--- config.mk ---
export PLATFORM = sky130hd
export DESIGN_NAME = sb_line_follow_ctrl_flat
export DESIGN_NICKNAME = d
export VERILOG_FILES = /design/src/rtl/sb_bot_pkg.sv /design/src/rtl/sb_line_follow_ctrl_if.sv /design/src/rtl/sb_sensor_debounce.sv /design/src/rtl/sb_line_follow_ctrl.sv /design/src/flat_wrapper.sv
export SDC_FILE = /design/constraint.sdc
export NUM_CORES = 1
export LEC_CHECK = 0
export ABC_AREA = 1
export CAP_MARGIN = 20
export CORE_UTILIZATION = 60
export DETAILED_ROUTE_END_ITERATION = 12
export GPL_TIMING_DRIVEN = 0
export PLACE_DENSITY = 0.84
export SYNTH_ARGS = -nofsm -noshare
export SYNTH_HDL_FRONTEND = slang
export SYNTH_SLANG_ARGS = --single-unit
--- constraint.sdc ---
create_clock -name clk_50 -period 5 [get_ports clk_50]
set_clock_uncertainty 0.2 [all_clocks]
set_input_delay 0.5 -clock clk_50 [delete_from_list [all_inputs] [get_ports clk_50]]
set_output_delay 0.5 -clock clk_50 [all_outputs]
set_load 0.02 [all_outputs]
--- src/rtl/sb_bot_pkg.sv ---
// Shared definitions for the bot line-follow / turn-control path.
// Contents: turn command codes (also used by the turn-control/PWM block),
// the debounced sensor class enum, the line-follow FSM state enum, and the
// raw {L,C,R} pattern classifier.
// Build option: SB_LOST_SEARCH_EN adds the SEARCH state.
package sb_bot_pkg;

    localparam logic [2:0] TURN_STOP    = 3'b000;
    localparam logic [2:0] TURN_FWD     = 3'b001;
    localparam logic [2:0] TURN_LEFT    = 3'b010;
    localparam logic [2:0] TURN_RIGHT   = 3'b011;
    localparam logic [2:0] TURN_EXTREME = 3'b100;

    typedef enum logic [2:0] {
        CLS_LOST,
        CLS_FWD,
        CLS_LEFT,
        CLS_RIGHT,
        CLS_NODE,
        CLS_HOLD
    } sensor_class_e;

    typedef enum logic [2:0] {
        ST_IDLE,
        ST_FOLLOW,
        ST_NODE,
`ifdef SB_LOST_SEARCH_EN
        ST_SEARCH,
`endif
        ST_DONE
    } state_e;

    // lcr = {left, centre, right} on-line flags
    function automatic sensor_class_e classify(input logic [2:0] lcr);
        sensor_class_e c;
        case (lcr)
            3'b010:         c = CLS_FWD;
            3'b110, 3'b100: c = CLS_LEFT;
            3'b011, 3'b001: c = CLS_RIGHT;
            3'b111:         c = CLS_NODE;
            3'b000:         c = CLS_LOST;
            default:        c = CLS_HOLD;  // 101: outer sensors only, ambiguous
        endcase
        return c;
    endfunction

endpackage

--- src/rtl/sb_line_follow_ctrl_if.sv ---
// Control/sensor bundle between the ADC sampler, the run controller and
// sb_line_follow_ctrl.
// master: drives start, target_nodes, sample_valid, adc_*; observes results.
// slave : sb_line_follow_ctrl side; drives turn, node_pulse, node_count,
//         busy, done.
interface sb_line_follow_ctrl_if #(
    parameter int ADC_W = 12
);
    logic             start;
    logic [3:0]       target_nodes;
    logic             sample_valid;
    logic [ADC_W-1:0] adc_left;
    logic [ADC_W-1:0] adc_center;
    logic [ADC_W-1:0] adc_right;
    logic [2:0]       turn;
    logic             node_pulse;
    logic [3:0]       node_count;
    logic             busy;
    logic             done;

    modport master (
        output start, target_nodes, sample_valid, adc_left, adc_center, adc_right,
        input  turn, node_pulse, node_count, busy, done
    );

    modport slave (
        input  start, target_nodes, sample_valid, adc_left, adc_center, adc_right,
        output turn, node_pulse, node_count, busy, done
    );
endinterface

--- src/rtl/sb_sensor_debounce.sv ---
// Thresholds the three ADC readings, encodes the sensor class and debounces
// it with a saturating run counter.
// Ports: clk_50, rst_n (sync, active-low), clear (drops history; a sample
// in the same cycle is discarded), sample_valid, adc_left/center/right in;
// acc_valid (combinational strobe, same cycle as the accepting sample) and
// acc_class out.
// Once a run reaches DEBOUNCE every further identical sample is accepted
// again, so a steady pattern yields one acceptance per strobe.
module sb_sensor_debounce
    import sb_bot_pkg::*;
#(
    parameter int ADC_W    = 12,
    parameter int THRESH   = 1500,
    parameter int DEBOUNCE = 3
) (
    input  logic             clk_50,
    input  logic             rst_n,
    input  logic             clear,
    input  logic             sample_valid,
    input  logic [ADC_W-1:0] adc_left,
    input  logic [ADC_W-1:0] adc_center,
    input  logic [ADC_W-1:0] adc_right,
    output logic             acc_valid,
    output sensor_class_e    acc_class
);
    sensor_class_e cls;
    sensor_class_e prev_q, prev_d;
    logic [3:0]    run_q, run_d;  // 0 = no previous sample

    always_comb begin
        cls = classify({adc_left   > ADC_W'(THRESH),
                        adc_center > ADC_W'(THRESH),
                        adc_right  > ADC_W'(THRESH)});
        prev_d    = prev_q;
        run_d     = run_q;
        acc_valid = 1'b0;
        acc_class = cls;
        if (clear) begin
            run_d = '0;
        end else if (sample_valid) begin
            prev_d = cls;
            if (run_q != '0 && cls == prev_q)
                run_d = (run_q >= 4'(DEBOUNCE)) ? 4'(DEBOUNCE) : run_q + 4'd1;
            else
                run_d = 4'd1;
            acc_valid = (run_d == 4'(DEBOUNCE));
        end
    end

    always_ff @(posedge clk_50) begin
        if (!rst_n) begin
            prev_q <= CLS_LOST;
            run_q  <= '0;
        end else begin
            prev_q <= prev_d;
            run_q  <= run_d;
        end
    end
endmodule

--- src/rtl/sb_line_follow_ctrl.sv ---
// Line-follow decision stage: debounced sensor classes -> 3-bit turn command,
// node detection/counting and line-loss handling.
// Ports: clk_50, rst_n (sync, active-low), bus (sb_line_follow_ctrl_if.slave:
// start, target_nodes, sample_valid, adc_* in; turn, node_pulse, node_count,
// busy, done out, all registered). Interface ADC_W must equal ADC_W here.
// Build option: define SB_LOST_SEARCH_EN for SEARCH spin recovery after line
// loss; otherwise LOST_SAMPLES consecutive lost acceptances end the run.
module sb_line_follow_ctrl
    import sb_bot_pkg::*;
#(
    parameter int ADC_W         = 12,
    parameter int THRESH        = 1500,
    parameter int DEBOUNCE      = 3,
    parameter int NODE_HOLD_CYC = 25000000,
    parameter int LOST_SAMPLES  = 8,
    parameter int SEARCH_CYC    = 100000000
) (
    input logic                   clk_50,
    input logic                   rst_n,
    sb_line_follow_ctrl_if.slave  bus
);
    localparam int LOST_W = $clog2(LOST_SAMPLES + 1);

    state_e            state_q, state_d;
    logic [2:0]        turn_q, turn_d;
    logic              node_pulse_q, node_pulse_d;
    logic [3:0]        node_count_q, node_count_d;
    logic              busy_q, busy_d;
    logic              done_q, done_d;
    logic [LOST_W-1:0] lost_q, lost_d;
    logic [31:0]       hold_q, hold_d;
`ifdef SB_LOST_SEARCH_EN
    logic [31:0]       search_q, search_d;
`endif
    logic              db_clear;
    logic              acc_valid;
    sensor_class_e     acc_class;
    logic              take_node;
    logic [3:0]        cnt_inc;

    sb_sensor_debounce #(
        .ADC_W    (ADC_W),
        .THRESH   (THRESH),
        .DEBOUNCE (DEBOUNCE)
    ) u_debounce (
        .clk_50       (clk_50),
        .rst_n        (rst_n),
        .clear        (db_clear),
        .sample_valid (bus.sample_valid),
        .adc_left     (bus.adc_left),
        .adc_center   (bus.adc_center),
        .adc_right    (bus.adc_right),
        .acc_valid    (acc_valid),
        .acc_class    (acc_class)
    );

    always_comb begin
        state_d      = state_q;
        turn_d       = turn_q;
        node_pulse_d = 1'b0;
        node_count_d = node_count_q;
        lost_d       = lost_q;
        hold_d       = hold_q;
        db_clear     = 1'b0;
        take_node    = 1'b0;
`ifdef SB_LOST_SEARCH_EN
        search_d     = search_q;
`endif
        cnt_inc = (node_count_q == 4'hF) ? 4'hF : node_count_q + 4'd1;

        case (state_q)
            ST_IDLE, ST_DONE: begin
                if (bus.start) begin
                    state_d      = ST_FOLLOW;
                    turn_d       = TURN_STOP;
                    node_count_d = '0;
                    lost_d       = '0;
                    db_clear     = 1'b1;
                end
            end
            ST_FOLLOW: begin
                if (acc_valid) begin
                    case (acc_class)
                        CLS_FWD:   begin turn_d = TURN_FWD;   lost_d = '0; end
                        CLS_LEFT:  begin turn_d = TURN_LEFT;  lost_d = '0; end
                        CLS_RIGHT: begin turn_d = TURN_RIGHT; lost_d = '0; end
                        CLS_HOLD:  lost_d = '0;
                        CLS_NODE:  take_node = 1'b1;
                        CLS_LOST: begin
                            if (lost_q + LOST_W'(1) >= LOST_W'(LOST_SAMPLES)) begin
                                lost_d = '0;
`ifdef SB_LOST_SEARCH_EN
                                state_d  = ST_SEARCH;
                                turn_d   = TURN_EXTREME;
                                search_d = '0;
`else
                                state_d = ST_DONE;
                                turn_d  = TURN_STOP;
`endif
                            end else begin
                                lost_d = lost_q + LOST_W'(1);
                            end
                        end
                        default: ;
                    endcase
                end
            end
            ST_NODE: begin
                // Sensors ignored; debounce history dropped on exit so the
                // node just left cannot be counted twice.
                if (hold_q + 32'd1 >= 32'(NODE_HOLD_CYC)) begin
                    state_d  = ST_FOLLOW;
                    hold_d   = '0;
                    lost_d   = '0;
                    db_clear = 1'b1;
                end else begin
                    hold_d = hold_q + 32'd1;
                end
            end
`ifdef SB_LOST_SEARCH_EN
            ST_SEARCH: begin
                if (acc_valid && (acc_class == CLS_FWD || acc_class == CLS_LEFT ||
                                  acc_class == CLS_RIGHT)) begin
                    state_d = ST_FOLLOW;
                    lost_d  = '0;
                    turn_d  = (acc_class == CLS_FWD)  ? TURN_FWD :
                              (acc_class == CLS_LEFT) ? TURN_LEFT : TURN_RIGHT;
                end else if (acc_valid && acc_class == CLS_NODE) begin
                    take_node = 1'b1;
                end else if (search_q + 32'd1 >= 32'(SEARCH_CYC)) begin
                    state_d = ST_DONE;
                    turn_d  = TURN_STOP;
                end else begin
                    search_d = search_q + 32'd1;
                end
            end
`endif
            default: begin
                state_d = ST_IDLE;
                turn_d  = TURN_STOP;
            end
        endcase

        if (take_node) begin
            node_count_d = cnt_inc;
            node_pulse_d = 1'b1;
            lost_d       = '0;
            if (bus.target_nodes != 4'd0 && cnt_inc == bus.target_nodes) begin
                state_d = ST_DONE;
                turn_d  = TURN_STOP;
            end else begin
                state_d = ST_NODE;
                turn_d  = TURN_FWD;
                hold_d  = '0;
            end
        end

        busy_d = (state_d != ST_IDLE) && (state_d != ST_DONE);
        done_d = (state_d == ST_DONE);
    end

    always_ff @(posedge clk_50) begin
        if (!rst_n) begin
            state_q      <= ST_IDLE;
            turn_q       <= TURN_STOP;
            node_pulse_q <= 1'b0;
            node_count_q <= '0;
            busy_q       <= 1'b0;
            done_q       <= 1'b0;
            lost_q       <= '0;
            hold_q       <= '0;
`ifdef SB_LOST_SEARCH_EN
            search_q     <= '0;
`endif
        end else begin
            state_q      <= state_d;
            turn_q       <= turn_d;
            node_pulse_q <= node_pulse_d;
            node_count_q <= node_count_d;
            busy_q       <= busy_d;
            done_q       <= done_d;
            lost_q       <= lost_d;
            hold_q       <= hold_d;
`ifdef SB_LOST_SEARCH_EN
            search_q     <= search_d;
`endif
        end
    end

    assign bus.turn       = turn_q;
    assign bus.node_pulse = node_pulse_q;
    assign bus.node_count = node_count_q;
    assign bus.busy       = busy_q;
    assign bus.done       = done_q;
endmodule

--- src/flat_wrapper.sv ---
// flat-port wrapper written by rule: the top's interface ports become plain ports
module sb_line_follow_ctrl_flat import sb_bot_pkg::*;
#(
    parameter int ADC_W         = 12,
    parameter int THRESH        = 1500,
    parameter int DEBOUNCE      = 3,
    parameter int NODE_HOLD_CYC = 25000000,
    parameter int LOST_SAMPLES  = 8,
    parameter int SEARCH_CYC    = 100000000
)
  (clk_50, rst_n, bus_start, bus_target_nodes, bus_sample_valid, bus_adc_left, bus_adc_center, bus_adc_right, bus_turn, bus_node_pulse, bus_node_count, bus_busy, bus_done);
  sb_line_follow_ctrl_if #(.ADC_W(ADC_W)) bus_i ();
  input logic clk_50;
  input logic rst_n;
  input wire logic [$bits(bus_i.start)-1:0] bus_start;
  input wire logic [$bits(bus_i.target_nodes)-1:0] bus_target_nodes;
  input wire logic [$bits(bus_i.sample_valid)-1:0] bus_sample_valid;
  input wire logic [$bits(bus_i.adc_left)-1:0] bus_adc_left;
  input wire logic [$bits(bus_i.adc_center)-1:0] bus_adc_center;
  input wire logic [$bits(bus_i.adc_right)-1:0] bus_adc_right;
  output wire logic [$bits(bus_i.turn)-1:0] bus_turn;
  output wire logic [$bits(bus_i.node_pulse)-1:0] bus_node_pulse;
  output wire logic [$bits(bus_i.node_count)-1:0] bus_node_count;
  output wire logic [$bits(bus_i.busy)-1:0] bus_busy;
  output wire logic [$bits(bus_i.done)-1:0] bus_done;
  assign bus_i.start = bus_start;
  assign bus_i.target_nodes = bus_target_nodes;
  assign bus_i.sample_valid = bus_sample_valid;
  assign bus_i.adc_left = bus_adc_left;
  assign bus_i.adc_center = bus_adc_center;
  assign bus_i.adc_right = bus_adc_right;
  assign bus_turn = bus_i.turn;
  assign bus_node_pulse = bus_i.node_pulse;
  assign bus_node_count = bus_i.node_count;
  assign bus_busy = bus_i.busy;
  assign bus_done = bus_i.done;
  sb_line_follow_ctrl #(.ADC_W(ADC_W), .THRESH(THRESH), .DEBOUNCE(DEBOUNCE), .NODE_HOLD_CYC(NODE_HOLD_CYC), .LOST_SAMPLES(LOST_SAMPLES), .SEARCH_CYC(SEARCH_CYC)) u_core (.clk_50(clk_50), .rst_n(rst_n), .bus(bus_i));
endmodule
# After elaboration in Yosys (flattened, before gate mapping)
# Index checks and enable logic that the tools add are counted.
# Widths: inputs -> output; s select.
# classes
n_reduce_logical,22
n_lt_le_gt_ge,6
n_eq_ne,29
n_bitwise,2
muxes,42
n_addsub,4
# op_table
operator,n
$mux 32,4
$mux 4,11
$gt 12x11->1 const B,3
$add 32x1->32 const B,1
$ge 32x25->1 const B,1
$mux 3,10
$eq 3x2->1 const B,7
$pmux 3 s3,2
$eq 3x3->1 const B,5
$pmux 3 s5,1
$add 4x1->4 const B,3
$pmux 3 s4,1
$pmux 4 s3,1
$mux 1,10
$reduce_and 5->1,2
$reduce_or 2->1,5
$eq 3x1->1 const B,3
$logic_not 3->1,3
$ne 3x2->1 const B,3
$pmux 4 s2,1
$reduce_bool 4->1,2
$ne 2x1->1 const B,3
$ne 6x4->1 const B,1
$reduce_bool 3->1,2
other kinds (15),20
# word_totals
out_inout_bits,10
ff_bits,56
in_bits,44

# Depth between registers and ports, before layout
# Gate-level depths: netlist of the first run.
# depth
depth_word,17
ltp_mapped,23
depth_no_buf,23

# Hierarchy
# A second synthesis of the first run with hierarchy kept.
# hier_totals
hier_cells,638
area_unflattened_um2,3915.0
# by_module_without_submodules
mod,cells_per_inst,instances,area_per_inst_um2,seq_area_each_um2
sb_line_follow_ctrl,501,1,3130.5,960.9
sb_sensor_debounce,137,1,784.5,140.1

# Least setup slack after synthesis of the first run
# OpenSTA, ideal clock, no wires.
# synth_timing
path_kind,input -> register
from,in bus_adc_left[11]
to,reg u_core.hold_q[17]
setup_slack_ns,2.308
required_time_ns,4.678
setup_ns,0.122
n_path_buf,1
t_arrival_ns,2.370
cell_stages,19
cell_sequence,inv_1 > nand2_1 > nor2_1 > nand2_1 > nor2_1 > nor2_1 > nor2_2 > nand2_1 > nand3_1 > nand2_1 > nor2_1 > nand4_1 > nor2_1 > nand4_4 > nor2_4 > nand2_4 > nand2_4 > buf_12 > nor2_4
# synth_via
elab_chain_cells,15
elab_cells_between_ends,24
classes_between,order compare (1); eq/ne (9); mux (10); reduce/logical (4)
# synth_rtl
item,line_no,rtl
from (decl),flat_wrapper.sv:18,input wire logic [$bits(bus_i.adc_left)-1:0] bus_adc_left;
$gt 12x11->1 *,sb_sensor_debounce.sv:31,"cls = classify({adc_left > ADC_W'(THRESH),"
"$eq 3x2->1, or another cell as far along",sb_bot_pkg.sv:36,case (lcr)
$reduce_or 2->1,sb_bot_pkg.sv:36,
$pmux 3 s5 *,sb_bot_pkg.sv:36,
$eq 3x3->1,sb_sensor_debounce.sv:42,if (run_q != '0 && cls == prev_q)
$logic_and 1x1->1,sb_sensor_debounce.sv:42,
$mux 4,sb_sensor_debounce.sv:42,
$mux 4,sb_sensor_debounce.sv:40,end else if (sample_valid) begin
$mux 4,sb_sensor_debounce.sv:38,if (clear) begin
$eq 4x2->1,sb_sensor_debounce.sv:46,acc_valid = (run_d == 4'(DEBOUNCE));
$mux 1,sb_sensor_debounce.sv:40,
$mux 1,sb_sensor_debounce.sv:38,
$mux 1 *,sb_line_follow_ctrl.sv:82,if (acc_valid) begin
$mux 1 *,sb_line_follow_ctrl.sv:71,case (state_q)
$mux 32 *,sb_line_follow_ctrl.sv:144,if (take_node) begin
to (signal assigned),sb_line_follow_ctrl.sv:183,hold_q <= hold_d;
to (decl),sb_line_follow_ctrl.sv:31,"logic [31:0] hold_q, hold_d;"
# Mark *: on every way between the ends. The rest lies on a longest branch, timed or not. The select of a mux whose other input is x is not followed.
# A chain may end at the register's enable or synchronous reset.

# Worst setup path in the final report of the first run
# layout_timing
from,in bus_adc_center[11]
to,reg u_core.hold_q[23]
# layout_via
elab_chain_cells,15
elab_cells_between_ends,24
classes_between,order compare (1); eq/ne (9); mux (10); reduce/logical (4)
# layout_rtl
item,line_no,rtl
from (decl),flat_wrapper.sv:19,input wire logic [$bits(bus_i.adc_center)-1:0] bus_adc_center;
$gt 12x11->1 *,sb_sensor_debounce.sv:32,"adc_center > ADC_W'(THRESH),"
"$eq 3x2->1, or another cell as far along",sb_bot_pkg.sv:36,
$reduce_or 2->1,sb_bot_pkg.sv:36,
$pmux 3 s5 *,sb_bot_pkg.sv:36,
$eq 3x3->1,sb_sensor_debounce.sv:42,
$logic_and 1x1->1,sb_sensor_debounce.sv:42,
$mux 4,sb_sensor_debounce.sv:42,
$mux 4,sb_sensor_debounce.sv:40,
$mux 4,sb_sensor_debounce.sv:38,
$eq 4x2->1,sb_sensor_debounce.sv:46,
$mux 1,sb_sensor_debounce.sv:40,
$mux 1,sb_sensor_debounce.sv:38,
$mux 1 *,sb_line_follow_ctrl.sv:82,
$mux 1 *,sb_line_follow_ctrl.sv:71,
$mux 32 *,sb_line_follow_ctrl.sv:144,
# Marked as above.

==> out/metrics.cfg, run 1 <==
[outcome]
status=finished clean

[floorplanning]
die_h_um=84.4
dieWidth_um=84.4
boundaryPins=54
rows=29
core_area_um2=6460
die_area_um2=7120
initial_utilization_pct=63.0

[routing]
wirelength_um=9830
via_count=4271
antenna_left=0
drt-vias-per-instance=5.27
drtPass1Iterations=5
drt_iter0_markers=271
wire_per_inst_um=12.1
drc=0

[cts]
htreeDepth=2
cts_tree=built
cts-root-buf=clkbuf_8
ctsHoldBuffers=0
clk_path_buf_depth=2
numClockSinks=55
cts_setup_buffers=0
clk_pin_slew_worst_paths_ns=0.10
numCtsBuffers=5
ctsResizeCount=0
clock_latency_ns=0.31

[critical_path]
crit_top_cell=nand2_1
cpMaxStageDelayCell=clkdlybuf4s50_1
crit_buf_inv=3
cpPeakStageDelay_ns=0.48
cp-end-kind=flip-flop
cp.arrival_ns=3.33
critPathKind=in -> reg
crit_fanout=10
cp_top_family=simple AND/OR/NAND/NOR gates
path_cells=clkdlybuf4s50_1, inv_1, nand2_1, nor2_1, nand2_1, nand2_1, o21ai_0, nand2_1, nand3_1, nand2_1, nor2_1, nand4_1, nor2_1, nand4_4, nor2_4, nand2_4, nand2_4, buf_12, nor2_4
cp-start-kind=input pin
crit_required_ns=5.01

[layout]
nFillCells=570
multi_input_area_um2=2510
drive_above_1_share_pct=8.46
seq_area_um2=1100
diodes=0
layout-area-overhead-vs-synth_pct=17.6
post-route-util_pct=74.1
nets=781

[global_route]
grt_pass1_wl_um=17000
grt_pass1_vias=4079
antenna_found_initial=0
overflow=0
grt_util_all_layers_pct=29.0
grt_max_degree=20

[timing]
hold_ws_ns=0.272
fmax_ghz=0.301
setup_viol=0
slew_viol_final=0
fin_setup_tns_ns=0
grt_setup_unrepaired=false
fin_ws_ns=1.68
hold_viol_final=0
period_needed_ns=3.32
min_period_over_period_pct=66.4

[place]
dpl.hpwl_um=7970
gp_congestion=0.964
post-place-ws_ns=1.38
numPortBuffers=52

[synth]
ys_types=37
avgSynthCellArea_um2=6.06
ys_ff_latch=55
synth_area_um2=4070
yosysWarnings=0
syn_inst=672
seq_area_frac_synth_pct=27.0

[run]
drv_cap=0

[power_and_ir_drop]
p_total_w=0.000823
total_leakage_power_nw=2.02
vdd_drop_max_uv=146
power_density_nw_per_um2=172

[worst_hold_path]
hold_class=reg -> reg

==> flip-flops by register name (all words and copies together), names as in the netlist <==
| name | cells |
|---|---|
| u_core.hold_q | 32 |
| u_core.bus.done | 1 |
| u_core.u_debounce.run_q | 4 |
| u_core.bus.busy | 1 |
| u_core.u_debounce.prev_q | 3 |
| u_core.lost_q | 4 |
| u_core.bus.node_count | 4 |
| u_core.state_q | 3 |
| u_core.bus.turn | 2 |
| u_core.bus.node_pulse | 1 |
==> worst paths after layout <==
check                                   from                    endpoint  slack (ns)  cells past startpoint
hold / removal    u_core.u_debounce.run_q[2]  u_core.u_debounce.run_q[2]        0.27                      2
setup / recovery          bus_adc_center[11]           u_core.hold_q[23]        1.68                     19
hold reg to reg   u_core.u_debounce.run_q[2]  u_core.u_debounce.run_q[2]        0.27                      2
setup reg to reg            u_core.hold_q[1]           u_core.hold_q[18]        1.88                     16
==> report_power, final <==
part           internal [W]  switching, W
combinational     0.0000543     0.0000560
sequential         0.000443    0.00000289
clock              0.000103      0.000163
==> cell usage in the layout (no fill, tap or decap), types with 2 or more instances in the layout <==
master,synthesis,routed
nand2_1,207,207
nor2_1,122,122
inv_1,90,90
dfxtp_1,55,55
clkdlybuf4s50_1,0,52
nand3_1,43,43
a21oi_1,25,25
nor2_4,17,17
a22oi_1,14,14
nand4_1,11,11
nor3_1,11,11
o21ai_0,10,10
xor2_1,7,7
nor3_2,6,6
nand2_2,5,5
inv_2,5,5
ha_1,5,5
clkbuf_8,0,5
nor2_2,4,4
nand3b_1,4,4
xnor2_1,4,4
nand2_4,3,3
buf_4,3,3
buf_2,2,2
dlygate4sd3_1,2,2
o21bai_1,2,2
or2_2,2,2
buf_8,2,2
conb_1,1,2
==> Yosys cell counts (all sizes together) <==
library cell / instances / area [µm²]
o31a: 1 / 10.0
or2: 2 / 12.5
conb: 1 / 3.75
o21bai: 2 / 15.0
a221oi: 1 / 8.76
xnor2: 4 / 35.0
nand3: 44 / 225
o22ai: 1 / 6.26
buf: 8 / 82.6
a211oi: 1 / 7.51
ha: 5 / 62.6
o21ai: 10 / 50.1
a21oi: 25 / 125
dfxtp: 55 / 1100
nand2: 215 / 842
nor2: 144 / 694
xor2: 7 / 61.3
nand4: 12 / 90.1
o211ai: 1 / 7.51
dlygate4sd3: 2 / 20.0
nand3b: 4 / 30.0
nor3: 17 / 115
inv: 95 / 357
clkinv: 1 / 3.75
a22oi: 14 / 105
==> cell families (layout without fill, tap and decap cells) <==
group / after synthesis / count (layout) / synth area share (%)
AOI/OAI and AO/OA: 56 / 56 / 8.24
xor gates and xnor gates: 11 / 11 / 2.37
adders and majority gates: 5 / 5 / 1.54
buffers and inverters: 106 / 166 / 11.4
DFF: 55 / 55 / 27.0
other: 1 / 2 / 0.0921
and+or+nand+nor: 438 / 438 / 49.4
==> stage by stage <==
step	instance area [µm²]	instances
after floorplan	4080	673
after global placement	4690	802
after detailed placement	4690	802
after CTS	4790	810
after global routing	4790	810
final	4790	810
==> area by class of cell <==
cell class	instances	area share, %
Inverter	96	7.53
Timing Repair Buffer	52	10.9
Clock buffer	5	1.44
Multi-Input combinational cell	512	52.4
Clock inverter	3	0.575
Tap cell	77	2.01
Buffer	10	2.14
Sequential cell	55	23.0
==> worst min-delay path: stages (launching register included) <==
cell	delay, ns
dfxtp_1	0.34
nand2_1	0.06
nor2_1	0.04
==> per-layer routing <==
layer | global-route usage, % | part of all wire (%) | up-vias
met5 | 0 | 0 | -
met4 | 9.40 | 2.1 | 0
met1 | 32.3 | 41 | 1903
met2 | 56.6 | 52 | 127
li1 | - | - | 2218
met3 | 3.93 | 4.2 | 23
No activity file was read; power rests on OpenSTA's default activity.
==> run 2, diff against run 1 <==
CORE_UTILIZATION = 51   (was 60)
PLACE_DENSITY = 0.76   (was 0.84)
clock period = 2.8 ns   (was 5 ns; I/O delays follow)
==> run 2 against run 1 <==
  * The flow now finishes with violations (setup timing)
  * Final area grew 15%
  * Combinational power grew 110%
  * Sequential power grew 77%
  * Hold slack gained 0.0047 ns
  * Core utilization shrank 2.8 points
  * Clock-buffer cell count is the same
  * Power grew 83%
  * Global-route usage shrank 2.9 points
  * Sequential share of layout area shrank 2.2 points
  * Worst setup slack lost 1.7 ns
  * Largest power group unchanged
  * Highest routed layer unchanged
==> out/metrics.cfg, run 2 (synthesis gave the netlist of run 1 again) <==
[outcome]
status=complete, but fails checks
violations=setup timing

[global_route]
overflow=0  ; unchanged
grt_pass1_wl_um=18000  ; +6.0%
grt_max_degree=20  ; unchanged
grt_pass1_vias=4182  ; +2.5%
antenna_found_initial=0  ; unchanged
grt_util_all_layers_pct=26.1  ; -2.9 points

[floorplanning]
initial_utilization_pct=52.7  ; -10 points
dieWidth_um=91.4  ; +8.3%
die_area_um2=8340  ; +17%
die_h_um=91.4  ; +8.3%
boundaryPins=54  ; unchanged
rows=32  ; +10%
core_area_um2=7730  ; +20%

[cts]
clock_latency_ns=0.32  ; about the same
numCtsBuffers=5  ; unchanged
htreeDepth=2  ; unchanged
clk_path_buf_depth=2  ; unchanged
cts-root-buf=clkbuf_8
clk_pin_slew_worst_paths_ns=0.11  ; about the same
cts_tree=built
numClockSinks=55  ; unchanged

[routing]
wire_per_inst_um=13.0  ; +7.0%
drc=0  ; unchanged
drtPass1Iterations=5  ; unchanged
drt-vias-per-instance=5.21  ; -1.3%
via_count=4498  ; +5.3%
wirelength_um=11200  ; +14%
antenna_left=0  ; unchanged
drt_iter0_markers=245  ; -9.6%

[power_and_ir_drop]
total_leakage_power_nw=2.26  ; +12%
pwr-share-seq_pct=52.4  ; -1.7 points
clock_power_share_pct=32.4  ; about the same
p_int_w=0.00108  ; +80%
combPwrFrac_pct=15.2  ; +1.8 points
power_density_nw_per_um2=273  ; +59%
p_switching_w=0.000424  ; +91%
p_sw_share_pct=28.1  ; +1.1 points
p_total_w=0.00151  ; +83%
vdd_drop_max_uv=266  ; +82%

[run]
drv_cap=0  ; unchanged

[critical_path]
crit_required_ns=2.82  ; -2.19 ns
cp-start-kind=flip-flop
cp.arrival_ns=2.86  ; -0.47 ns
crit_fanout=6  ; -4
cpPeakStageDelay_ns=0.40  ; -0.08 ns
r2r-start=u_core.hold_q[11]
cp_top_family=simple AND/OR/NAND/NOR gates
cp-startpoint=u_core.hold_q[11]
rr_worst_depth=20  ; +4
cpMaxStageDelayCell=dfxtp_4
crit_path_end=u_core.hold_q[23]
crit_buf_inv=3  ; unchanged
critPathKind=reg -> reg
cp.depth=20  ; +1
ff2ff_setup_slack_ns=-0.04  ; -1.92 ns
path_cells=nand2_1, nor2_2, nand2_2, nor2_4, buf_4, nand4_1, nand2_1, nor2_1, nand2_2, nor2_4, nand2_2, nand3_2, nand2_4, nand4_4, nor2_4, nand2_4, nand2_8, buf_6, buf_12, nor2_4
cp-end-kind=flip-flop
crit_top_cell=nor2_4
timing.rr.end=u_core.hold_q[23]

[timing]
period_needed_ns=2.84
worst_pin_slew_ns=0.624
hold_ws_ns=0.276  ; +0.00468 ns
relSlewSlack_pct=58.3
slew_viol_final=0  ; unchanged
fmax_ghz=0.352
fin_setup_tns_ns=-0.312  ; -0.312 ns
setup_viol=13  ; +13
hold_viol_final=0  ; unchanged
grt_setup_unrepaired=true
fin_ws_ns=-0.0395  ; -1.72 ns
min_period_over_period_pct=101

[worst_hold_path]
hp-start=u_core.u_debounce.prev_q[2]
hold_class=reg -> reg

[layout]
largest_register=u_core.hold_q
layoutNonFillerInstCount=864  ; +6.7%
nFillCells=629  ; +10%
nets=810  ; +3.7%
diodes=0  ; unchanged
largest_reg_flops=32  ; unchanged
final_cell_mix=nand2_1, nor2_1, inv_1
final_common_cell=nand2_1
drive_above_1_share_pct=25.6  ; +17 points
layout-area-overhead-vs-synth_pct=35.3

[place]
numPortBuffers=52  ; unchanged
dpl.hpwl_um=7720  ; -3.1%
place_inst=827  ; +3.1%
gp_congestion=0.900  ; -6.6%

[run 2: cell types whose count changed in the layout (fill, tap and decap cells not counted), sizes merged]
cell          delta
dlymetal6s2s     +1
inv              +2
clkinv           -1
dlygate4sd3      -2
clkinvlp         -1
nor2             +1
dlymetal6s4s     +1
buf             +28
[run 2: layout make-up]
cell class,instances,area [µm²],share of cell area [%]
inverters,96,370,6.72
repair buffers,82,793,14.4
clock inverters,3,26.3,0.477
clock buffers,5,68.8,1.25
plain buffers,8,93.8,1.70
multi-input cells,513,2890,52.4
flip-flops and latches,55,1140,20.8
well taps,102,128,2.32
[run 2: worst min-delay path by stage]
| stage | depth (start not counted) | end |
|---|---|---|
| 3_5_place_dp | 2 | u_core.u_debounce.run_q[3] |
| 2_1_floorplan | 2 | u_core.u_debounce.run_q[3] |
| 4_1_cts | 2 | u_core.u_debounce.prev_q[2] |
| 3_3_place_gp | 2 | u_core.u_debounce.run_q[3] |
| 6_report | 2 | u_core.u_debounce.prev_q[2] |
| 5_1_grt | 2 | u_core.u_debounce.run_q[3] |
[run 2: metal layers]
layer  GRT usage, %  wire length (µm)  vias to the layer above
met4           8.20               238                        0
met2           48.2              5670                      147
met1           31.0              4650                     2044
li1               -                 -                     2283
met5              0                 0                        -
met3           3.69               667                       24
[run 2: worst reg2reg max path, delay by kind of cell, from the launching register on]
kind                   cells  cell delay [ns]
buffers and inverters      3             0.39
AND/OR/NAND/NOR           17             1.73
flip-flops                 1             0.40
[run 2: timing repair]
| item | CTS | global route |
|---|---|---|
| hold buffers | 0 | 0 |
| gates cloned | 3 | 0 |
| setup buffers | 14 | 16 |
| resized for setup | 55 | 96 |
| setup endpoints to repair | 46 | 54 |
| pin swaps | 17 | 43 |
[run 2: power groups by stage]
stage	sequential [W]	clock (W)	combinational, W
after global routing	0.000791	0.000525	0.000251
after global placement	0.000813	0	0.000190
after floorplan	0.000815	0	0.000102
after detailed placement	0.000813	0	0.000195
after CTS	0.000795	0.000494	0.000219
final	0.000789	0.000488	0.000229
[run 2: through the flow]
stage          setup slack, ns  utilization [%]  area, µm²
3_5_place_dp            -0.629             61.1       4720
4_1_cts               -0.00203             66.8       5160
6_report               -0.0395             71.3       5510
3_3_place_gp            -0.572             61.1       4720
5_1_grt                 -0.265             71.3       5510
2_1_floorplan            0.208                -       4080
